**src/rtl/bin2bcd_seq_pkg.sv**
```systemverilog
// Shared definitions for the sequential binary-to-BCD converter:
// FSM encoding, BCD nibble width and elaboration-time helpers.
package bin2bcd_seq_pkg;

    localparam int unsigned BCD_W = 4;

    typedef enum logic [0:0] {
        StIdle  = 1'b0,
        StShift = 1'b1
    } state_e;

    function automatic int unsigned clog2(input int unsigned v);
        int unsigned r;
        r = 0;
        while ((64'd1 << r) < 64'(v)) begin
            r++;
        end
        return r;
    endfunction

    function automatic longint unsigned pow10(input int unsigned n);
        longint unsigned p;
        p = 1;
        for (int unsigned i = 0; i < n; i++) begin
            p = p * 10;
        end
        return p;
    endfunction

endpackage

```
**src/rtl/bin2bcd_seq_add3.sv**
```systemverilog
// Combinational double-dabble cell: a BCD nibble of 5 or more gets +3 before the shift.
module bcd_add3
    import bin2bcd_seq_pkg::*;
(
    input  logic [BCD_W-1:0] nib_i,
    output logic [BCD_W-1:0] nib_o
);

    // Inputs never exceed 9, so the sum stays within the nibble.
    always_comb begin
        nib_o = nib_i;
        if (nib_i >= BCD_W'(5)) begin
            nib_o = nib_i + BCD_W'(3);
        end
    end

endmodule

```
**src/rtl/bin2bcd_seq.sv**
```systemverilog
// Sequential binary-to-BCD converter (shift-and-add-3, one input bit per clock).
// Inputs above 10^DIGITS-1 saturate to all 9s and raise o_overflow.
module bin2bcd_seq
    import bin2bcd_seq_pkg::*;
#(
    parameter int unsigned BIN_W  = 27,
    parameter int unsigned DIGITS = 8
) (
    input  logic                      i_clk,
    input  logic                      i_rst,
    input  logic [BIN_W-1:0]          i_bin_data,
    input  logic                      i_bin_valid_go,
    output logic                      o_busy,
    output logic [BCD_W*DIGITS-1:0]   o_bcd_data,
    output logic                      o_bcd_valid_go,
    output logic                      o_overflow
);

    localparam int unsigned     BCD_BITS = BCD_W * DIGITS;
    localparam int unsigned     CNT_W    = (clog2(BIN_W) > 0) ? clog2(BIN_W) : 1;
    localparam longint unsigned MAXV     = pow10(DIGITS) - 1;
    // Overflow is only reachable when the input range extends past MAXV.
    localparam bit              OVF_POSSIBLE =
        (BIN_W < 64) && (MAXV < ((64'd1 << BIN_W) - 64'd1));
    localparam logic [BIN_W-1:0] MAXV_T = OVF_POSSIBLE ? BIN_W'(MAXV) : {BIN_W{1'b1}};
    localparam logic [CNT_W-1:0] CNT_LAST = CNT_W'(BIN_W - 1);

    state_e               state_q, state_d;
    logic [BIN_W-1:0]     bin_q, bin_d;
    logic [BCD_BITS-1:0]  bcd_q, bcd_d;
    logic [CNT_W-1:0]     cnt_q, cnt_d;
    logic                 ovf_q, ovf_d;
    logic [BCD_BITS-1:0]  data_q, data_d;
    logic                 ovf_out_q, ovf_out_d;
    logic                 valid_q, valid_d;

    logic [BCD_BITS-1:0]  bcd_adj;
    logic [BCD_BITS-1:0]  bcd_shift;
    logic                 req_ovf;
    logic                 unused_adj_msb;

    for (genvar g = 0; g < DIGITS; g++) begin : g_add3
        bcd_add3 u_add3 (
            .nib_i (bcd_q[g*BCD_W +: BCD_W]),
            .nib_o (bcd_adj[g*BCD_W +: BCD_W])
        );
    end

    // The top adjusted bit is always 0 for in-range values and falls off the shift.
    assign unused_adj_msb = bcd_adj[BCD_BITS-1];
    assign bcd_shift      = {bcd_adj[BCD_BITS-2:0], bin_q[BIN_W-1]};
    assign req_ovf        = OVF_POSSIBLE && (i_bin_data > MAXV_T);

    always_comb begin
        state_d   = state_q;
        bin_d     = bin_q;
        bcd_d     = bcd_q;
        cnt_d     = cnt_q;
        ovf_d     = ovf_q;
        data_d    = data_q;
        ovf_out_d = ovf_out_q;
        valid_d   = 1'b0;
        case (state_q)
            StIdle: begin
                if (i_bin_valid_go) begin
                    bin_d   = req_ovf ? MAXV_T : i_bin_data;
                    bcd_d   = '0;
                    cnt_d   = '0;
                    ovf_d   = req_ovf;
                    state_d = StShift;
                end
            end
            StShift: begin
                bcd_d = bcd_shift;
                bin_d = bin_q << 1;
                cnt_d = cnt_q + CNT_W'(1);
                if (cnt_q == CNT_LAST) begin
                    data_d    = bcd_shift;
                    ovf_out_d = ovf_q;
                    valid_d   = 1'b1;
                    state_d   = StIdle;
                end
            end
            default: state_d = StIdle;
        endcase
    end

    always_ff @(posedge i_clk) begin
        if (i_rst) begin
            state_q   <= StIdle;
            bin_q     <= '0;
            bcd_q     <= '0;
            cnt_q     <= '0;
            ovf_q     <= 1'b0;
            data_q    <= '0;
            ovf_out_q <= 1'b0;
            valid_q   <= 1'b0;
        end else begin
            state_q   <= state_d;
            bin_q     <= bin_d;
            bcd_q     <= bcd_d;
            cnt_q     <= cnt_d;
            ovf_q     <= ovf_d;
            data_q    <= data_d;
            ovf_out_q <= ovf_out_d;
            valid_q   <= valid_d;
        end
    end

    assign o_busy         = (state_q == StShift);
    assign o_bcd_data     = data_q;
    assign o_bcd_valid_go = valid_q;
    assign o_overflow     = ovf_out_q;

endmodule

```
**config.mk**
```make
export PLATFORM = sky130hd
export DESIGN_NAME = bin2bcd_seq
export DESIGN_NICKNAME = d
export VERILOG_FILES = /design/src/rtl/bin2bcd_seq_pkg.sv /design/src/rtl/bin2bcd_seq_add3.sv /design/src/rtl/bin2bcd_seq.sv
export SDC_FILE = /design/constraint.sdc
export NUM_CORES = 1
export LEC_CHECK = 0
export CELL_PAD_IN_SITES_DETAIL_PLACEMENT = 0
export CELL_PAD_IN_SITES_GLOBAL_PLACEMENT = 1
export CORE_MARGIN = 1
export CORE_UTILIZATION = 41
export DETAILED_ROUTE_END_ITERATION = 7
export PLACE_DENSITY = 0.92
export SYNTH_ARGS = -nofsm -noshare
export SYNTH_HDL_FRONTEND = slang
export SYNTH_SLANG_ARGS = --single-unit
```
**constraint.sdc**
```tcl
create_clock -name i_clk -period 2.2 [get_ports i_clk]
set_input_delay 0.66 -clock i_clk [delete_from_list [all_inputs] [get_ports i_clk]]
set_output_delay 0.66 -clock i_clk [all_outputs]
set_load 0.005 [all_outputs]
```
# Word-level counts from Yosys, hierarchy flattened
# Cells that the tools add are included.
# classes
add_sub_neg	9
n_lt_le_gt_ge	9
eq_ne	2
mux	19
n_bitwise	1
n_reduce_logical	3
# op_table
op	n
32-bit case mux with 2 select lines	1
27-bit 2-to-1 mux	2
27-bit case mux with 2 select lines	1
4-bit by 3-bit >= comparator with 1-bit output, second input constant	8
32-bit 2-to-1 mux	1
4-bit by 2-bit adder with 4-bit output, second input constant	7
4-bit 2-to-1 mux	7
27-bit > comparator, second input constant	1
5-bit case mux with 2 select lines	1
5-bit by 1-bit adder with 5-bit output, second input constant	1
5-bit equality test, second input constant	1
5-bit 2-to-1 mux	1
2-bit AND reduction	2
3-bit by 2-bit adder with 3-bit output, second input constant	1
1-bit 2-to-1 mux	3
3-bit 2-to-1 mux	1
2-bit != test, second input constant	1
1-bit case mux with 2 select lines	1
2-bit OR reduction	1
1-bit NOT	1
# word_totals
register_bits	100
inputBits	30
output_inout_bits	35
word_cells	51

# Logic depth before layout (Yosys ltp)
# logic_depth
depth_word	4
mapped_depth	7
depth_no_buf	7

# Cells and area by module
# From an unflattened synthesis, not the netlist that was laid out.
# hier_totals
cells_unflattened	621
hier_area_um2	4852.2
# by_module_without_submodules
module	instances	cells_per_inst	area_each_um2	seq_area_each_um2
bin2bcd_seq	1	493	4041.4	2001.9
bcd_add3	8	16	101.3	0.0

# Least setup slack after synthesis
# OpenSTA, ideal clock, no wires.
# synth_timing
path_kind	input-to-reg
startpoint	input port i_bin_data[9]
endpoint	register bin_q[0]
setup_time_ns	0.132
t_arrival_ns	1.666
t_required_ns	2.068
slack_ns	0.402
cell_stages	5
path_buffers	1
path_cell_list	or3_2 -> nand4_1 -> a31o_4 -> buf_12 -> o31ai_4
# synth_via
elab_chain_cells	4
# synth_rtl
item	line_no	rtl
start: declaration	bin2bcd_seq.sv:11	input logic [BIN_W-1:0] i_bin_data,
27-bit > comparator	bin2bcd_seq.sv:52	assign req_ovf = OVF_POSSIBLE && (i_bin_data > MAXV_T);
27-bit 2-to-1 mux	bin2bcd_seq.sv:66	bin_d = req_ovf ? MAXV_T : i_bin_data;
27-bit 2-to-1 mux	bin2bcd_seq.sv:65	if (i_bin_valid_go) begin
27-bit case mux with 2 select lines	bin2bcd_seq.sv:63	case (state_q)
end signal: assignment	bin2bcd_seq.sv:100	bin_q <= bin_d;
end: declaration	bin2bcd_seq.sv:29	logic [BIN_W-1:0] bin_q, bin_d;
# No other way between the ends. The select of a mux whose other input is x is not followed.
# A chain may end at the register's enable or synchronous reset.

# Final worst setup path
# layout_timing
startpoint	input port i_bin_data[15]
endpoint	register bin_q[12]
# Same word-level chain as after synthesis.

==> impl_metrics.json <==
{
  "syn_area_per_cell_um2": 8.08,
  "worst_pin_slew_ps": 467,
  "grt_pass1_wl_mm": 18.2,
  "slew_headroom_pct": 68.9,
  "finalCritPeriodShare_pct": 90.4,
  "htreeDepth": 3,
  "core_area_um2": 11500,
  "p_per_area_nw_per_um2": 632,
  "worstPathRequired_ps": 2420,
  "final_core_utilization_pct": 52.2,
  "ant_nets": 0,
  "rows": 39,
  "fp.dieH_um": 111,
  "route.final.wire_length_mm": 10.7,
  "peakVddDrop_uv": 404,
  "p_leak_nw": 2.22,
  "vias": 4194,
  "final-hold-violation-count": 0,
  "synth-main-ff-cell": "dfxtp_1",
  "syn-cell-area_um2": 4870,
  "crit_slowest_cell": "clkdlybuf4s50_1",
  "p_comb_share_pct": 8.7,
  "violations": "design-rule violations",
  "ys_seq_elements": 100,
  "routed_via_density": 5.18,
  "nets": 710,
  "rsz0062_at_grt": "no",
  "start_util_pct": 42.3,
  "min_path_type": "reg -> reg",
  "maxSlewViolCount": 0,
  "yosysUniqueCellTypes": 38,
  "worstPathMaxFanout": 7,
  "grt_remaining_overflow": 0,
  "drive_gt1_share_pct": 9.00,
  "p_clk_share_pct": 41.7,
  "path_clk_slew_ps": 70,
  "portBuffers": 64,
  "dr.first_iter.drc_count": 192,
  "synth_edf_count": 0,
  "rr_worst_depth": 5,
  "dp_hpwl_mm": 7.17,
  "area_growth_pct": 23.4,
  "cts_made_buffers": 9,
  "internal-power_mw": 2.90,
  "cts_hold_buf": 0,
  "clk_latency_ps": 340,
  "min_path_cells": 2,
  "skew_ps": 6.22,
  "async_flop_share_pct": 0,
  "cts_tree": "done",
  "critPathBufInv": 1,
  "top_level_ports": 65,
  "first_global_vias": 4005,
  "cp-start-kind": "input pin",
  "diodes": 0,
  "drc_errors": 6,
  "yosys_warnings": 0,
  "die-width_um": 111,
  "gp_congestion": 0.859,
  "p_seq_share_pct": 49.6,
  "drt_pass1_iterations": 6,
  "switchingPower_mw": 0.893,
  "drv_cap": 0,
  "fin_crit_ps": 1990,
  "cts_sinks": 100,
  "cts_buffer_depth": 2,
  "critPathMaxStageDelay_ps": 540,
  "grt_use_total_pct": 17.6,
  "grt_max_degree": 90,
  "cp.arrival_ps": 2210,
  "clockRootBuffer": "clkbuf_16",
  "setup_viol": 0,
  "antenna_found_initial": 0,
  "critical_path_depth": 6,
  "worstSetupEndpointType": "register",
  "cp_top_family": "compound AO/OA/AOI/OAI gates",
  "whs_ps": 456,
  "switching_share_pct": 23.5,
  "netlist_instances": 603,
  "ys_seq_area_share_pct": 41.1,
  "synth_nets": 651,
  "wire_per_inst_um": 13.2,
  "dieArea_um2": 12300,
  "path_cells": "clkdlybuf4s50_1 > nand4b_4 > o31ai_2 > a21oi_2 > a221oi_1 > nor2_1",
  "max_freq_mhz": 503,
  "run_status": "complete, but fails checks",
  "worstSetupPathType": "in -> reg"
}
## power by group through the flow
stage          combinational, mW  sequential, mW  clock, mW
2_1_floorplan              0.210            1.91          0
3_3_place_gp               0.322            1.92          0
3_5_place_dp               0.330            1.92          0
4_1_cts                    0.331            1.88       1.62
5_1_grt                    0.365            1.89       1.70
6_report                   0.332            1.88       1.58
## cell usage after synthesis (2+ instances only)
cell type / instances / area (um^2)
nor2b_1: 2 / 12.5
a21o_1: 2 / 15.0
buf_2: 11 / 55.1
nand3b_1: 3 / 22.5
a21oi_1: 86 / 430
o21ai_0: 30 / 150
nand2_1: 64 / 240
o22ai_1: 2 / 12.5
nor2_1: 88 / 330
nand4_1: 3 / 18.8
nor3b_1: 23 / 173
a221oi_1: 4 / 35.0
buf_1: 2 / 7.51
a311oi_1: 8 / 70.1
nor3_1: 25 / 125
dfxtp_1: 100 / 2000
a32oi_1: 2 / 17.5
ha_1: 18 / 225
inv_1: 18 / 67.6
mux2i_1: 28 / 280
nand3_1: 10 / 50.1
buf_4: 2 / 15.0
o21ai_2: 9 / 78.8
xnor2_1: 9 / 78.8
clkbuf_1: 23 / 86.3
nand2b_1: 19 / 119
## per-layer routing
metal / global-route usage [%] / wire (um) / share of wire [%] / up-vias
met4: 4.47 / 76 / 0.71 / 0
met3: 3.66 / 315 / 2.9 / 9
li1: - / - / - / 2186
met1: 22.2 / 5060 / 47 / 1940
met2: 30.6 / 5230 / 49 / 59
met5: 0 / 0 / 0 / -
## cell families after synthesis
| family | count (synthesis) | synth area share (%) |
|---|---|---|
| flops | 100 | 41.1 |
| compound gates | 148 | 17.9 |
| simple gates | 242 | 23.6 |
| mux | 28 | 5.75 |
| fa+ha+maj | 18 | 4.62 |
| xor+xnor | 9 | 1.62 |
| buf+inv | 58 | 5.39 |
## area by class of cell
type	count	area (um^2)
fillers	1053	5500
multi-input cells	445	2620
flip-flops and latches	100	2010
repair buffers	88	838
clock buffers	12	278
well taps	143	179
inverters	18	67.6
clock inverters	4	28.8
## path summary, 6_finish.rpt
check	startpoint	to	slack (ps)
max	i_bin_data[15]	bin_q[12]$_SDFFE_PP0P_	210
min	o_overflow$_SDFFE_PP0P_	o_overflow$_SDFFE_PP0P_	460
max reg2reg	o_busy$_SDFF_PP0_	o_bcd_data[27]$_SDFFE_PP0P_	470
min reg2reg	o_overflow$_SDFFE_PP0P_	o_overflow$_SDFFE_PP0P_	460
## placed cells by master, fill, tap and decap left out, types with 2 or more instances in the layout
| cell | instances |
|---|---|
| dfxtp_1 | 99 |
| nor2_1 | 88 |
| a21oi_1 | 85 |
| nand2_1 | 64 |
| clkdlybuf4s50_1 | 62 |
| o21ai_0 | 30 |
| mux2i_1 | 28 |
| nor3_1 | 25 |
| nor3b_1 | 23 |
| buf_4 | 23 |
| nand2b_1 | 19 |
| inv_1 | 18 |
| ha_1 | 18 |
| nand3_1 | 10 |
| clkbuf_16 | 10 |
| xnor2_1 | 9 |
| o21ai_2 | 9 |
| a311oi_1 | 8 |
| a221oi_1 | 4 |
| nand3b_1 | 3 |
| nand4_1 | 3 |
| a21o_1 | 2 |
| a32oi_1 | 2 |
| nor2b_1 | 2 |
| o22ai_1 | 2 |
| clkbuf_8 | 2 |
| clkinvlp_4 | 2 |
| buf_12 | 2 |
## flip-flops by register name, summed over array words and instances, names as in the netlist
signal	count
bcd_q	32
o_bcd_data	32
bin_q	27
cnt_q	5
o_bcd_valid_go	1
o_busy	1
o_overflow	1
ovf_q	1
## worst min-delay path: stages, from the launching register on
cell and delay [ps]:
dfxtp_1 310, nand2_1 50, a21oi_1 50
## repair_timing
action / 4_1_cts / 5_1_grt
setup endpoints to repair: 0 / 1
buffers inserted: 0 / 0
gates resized for setup: 0 / 2
## per-stage QoR
stage / instance area [um^2] / cells / setup slack, ps / TNS [ps] / total power [mW]
5_1_grt: 6010 / 810 / 81.5 / 0 / 3.95
6_report: 6010 / 810 / 210 / 0 / 3.80
2_1_floorplan: 4870 / 603 / 402 / 0 / 2.12
3_5_place_dp: 5700 / 794 / -270 / -3500 / 2.25
3_3_place_gp: 5700 / 794 / -97.6 / -1440 / 2.24
4_1_cts: 6000 / 810 / 94.4 / 0 / 3.83
Note: power is estimated with default switching activity, not from simulation.
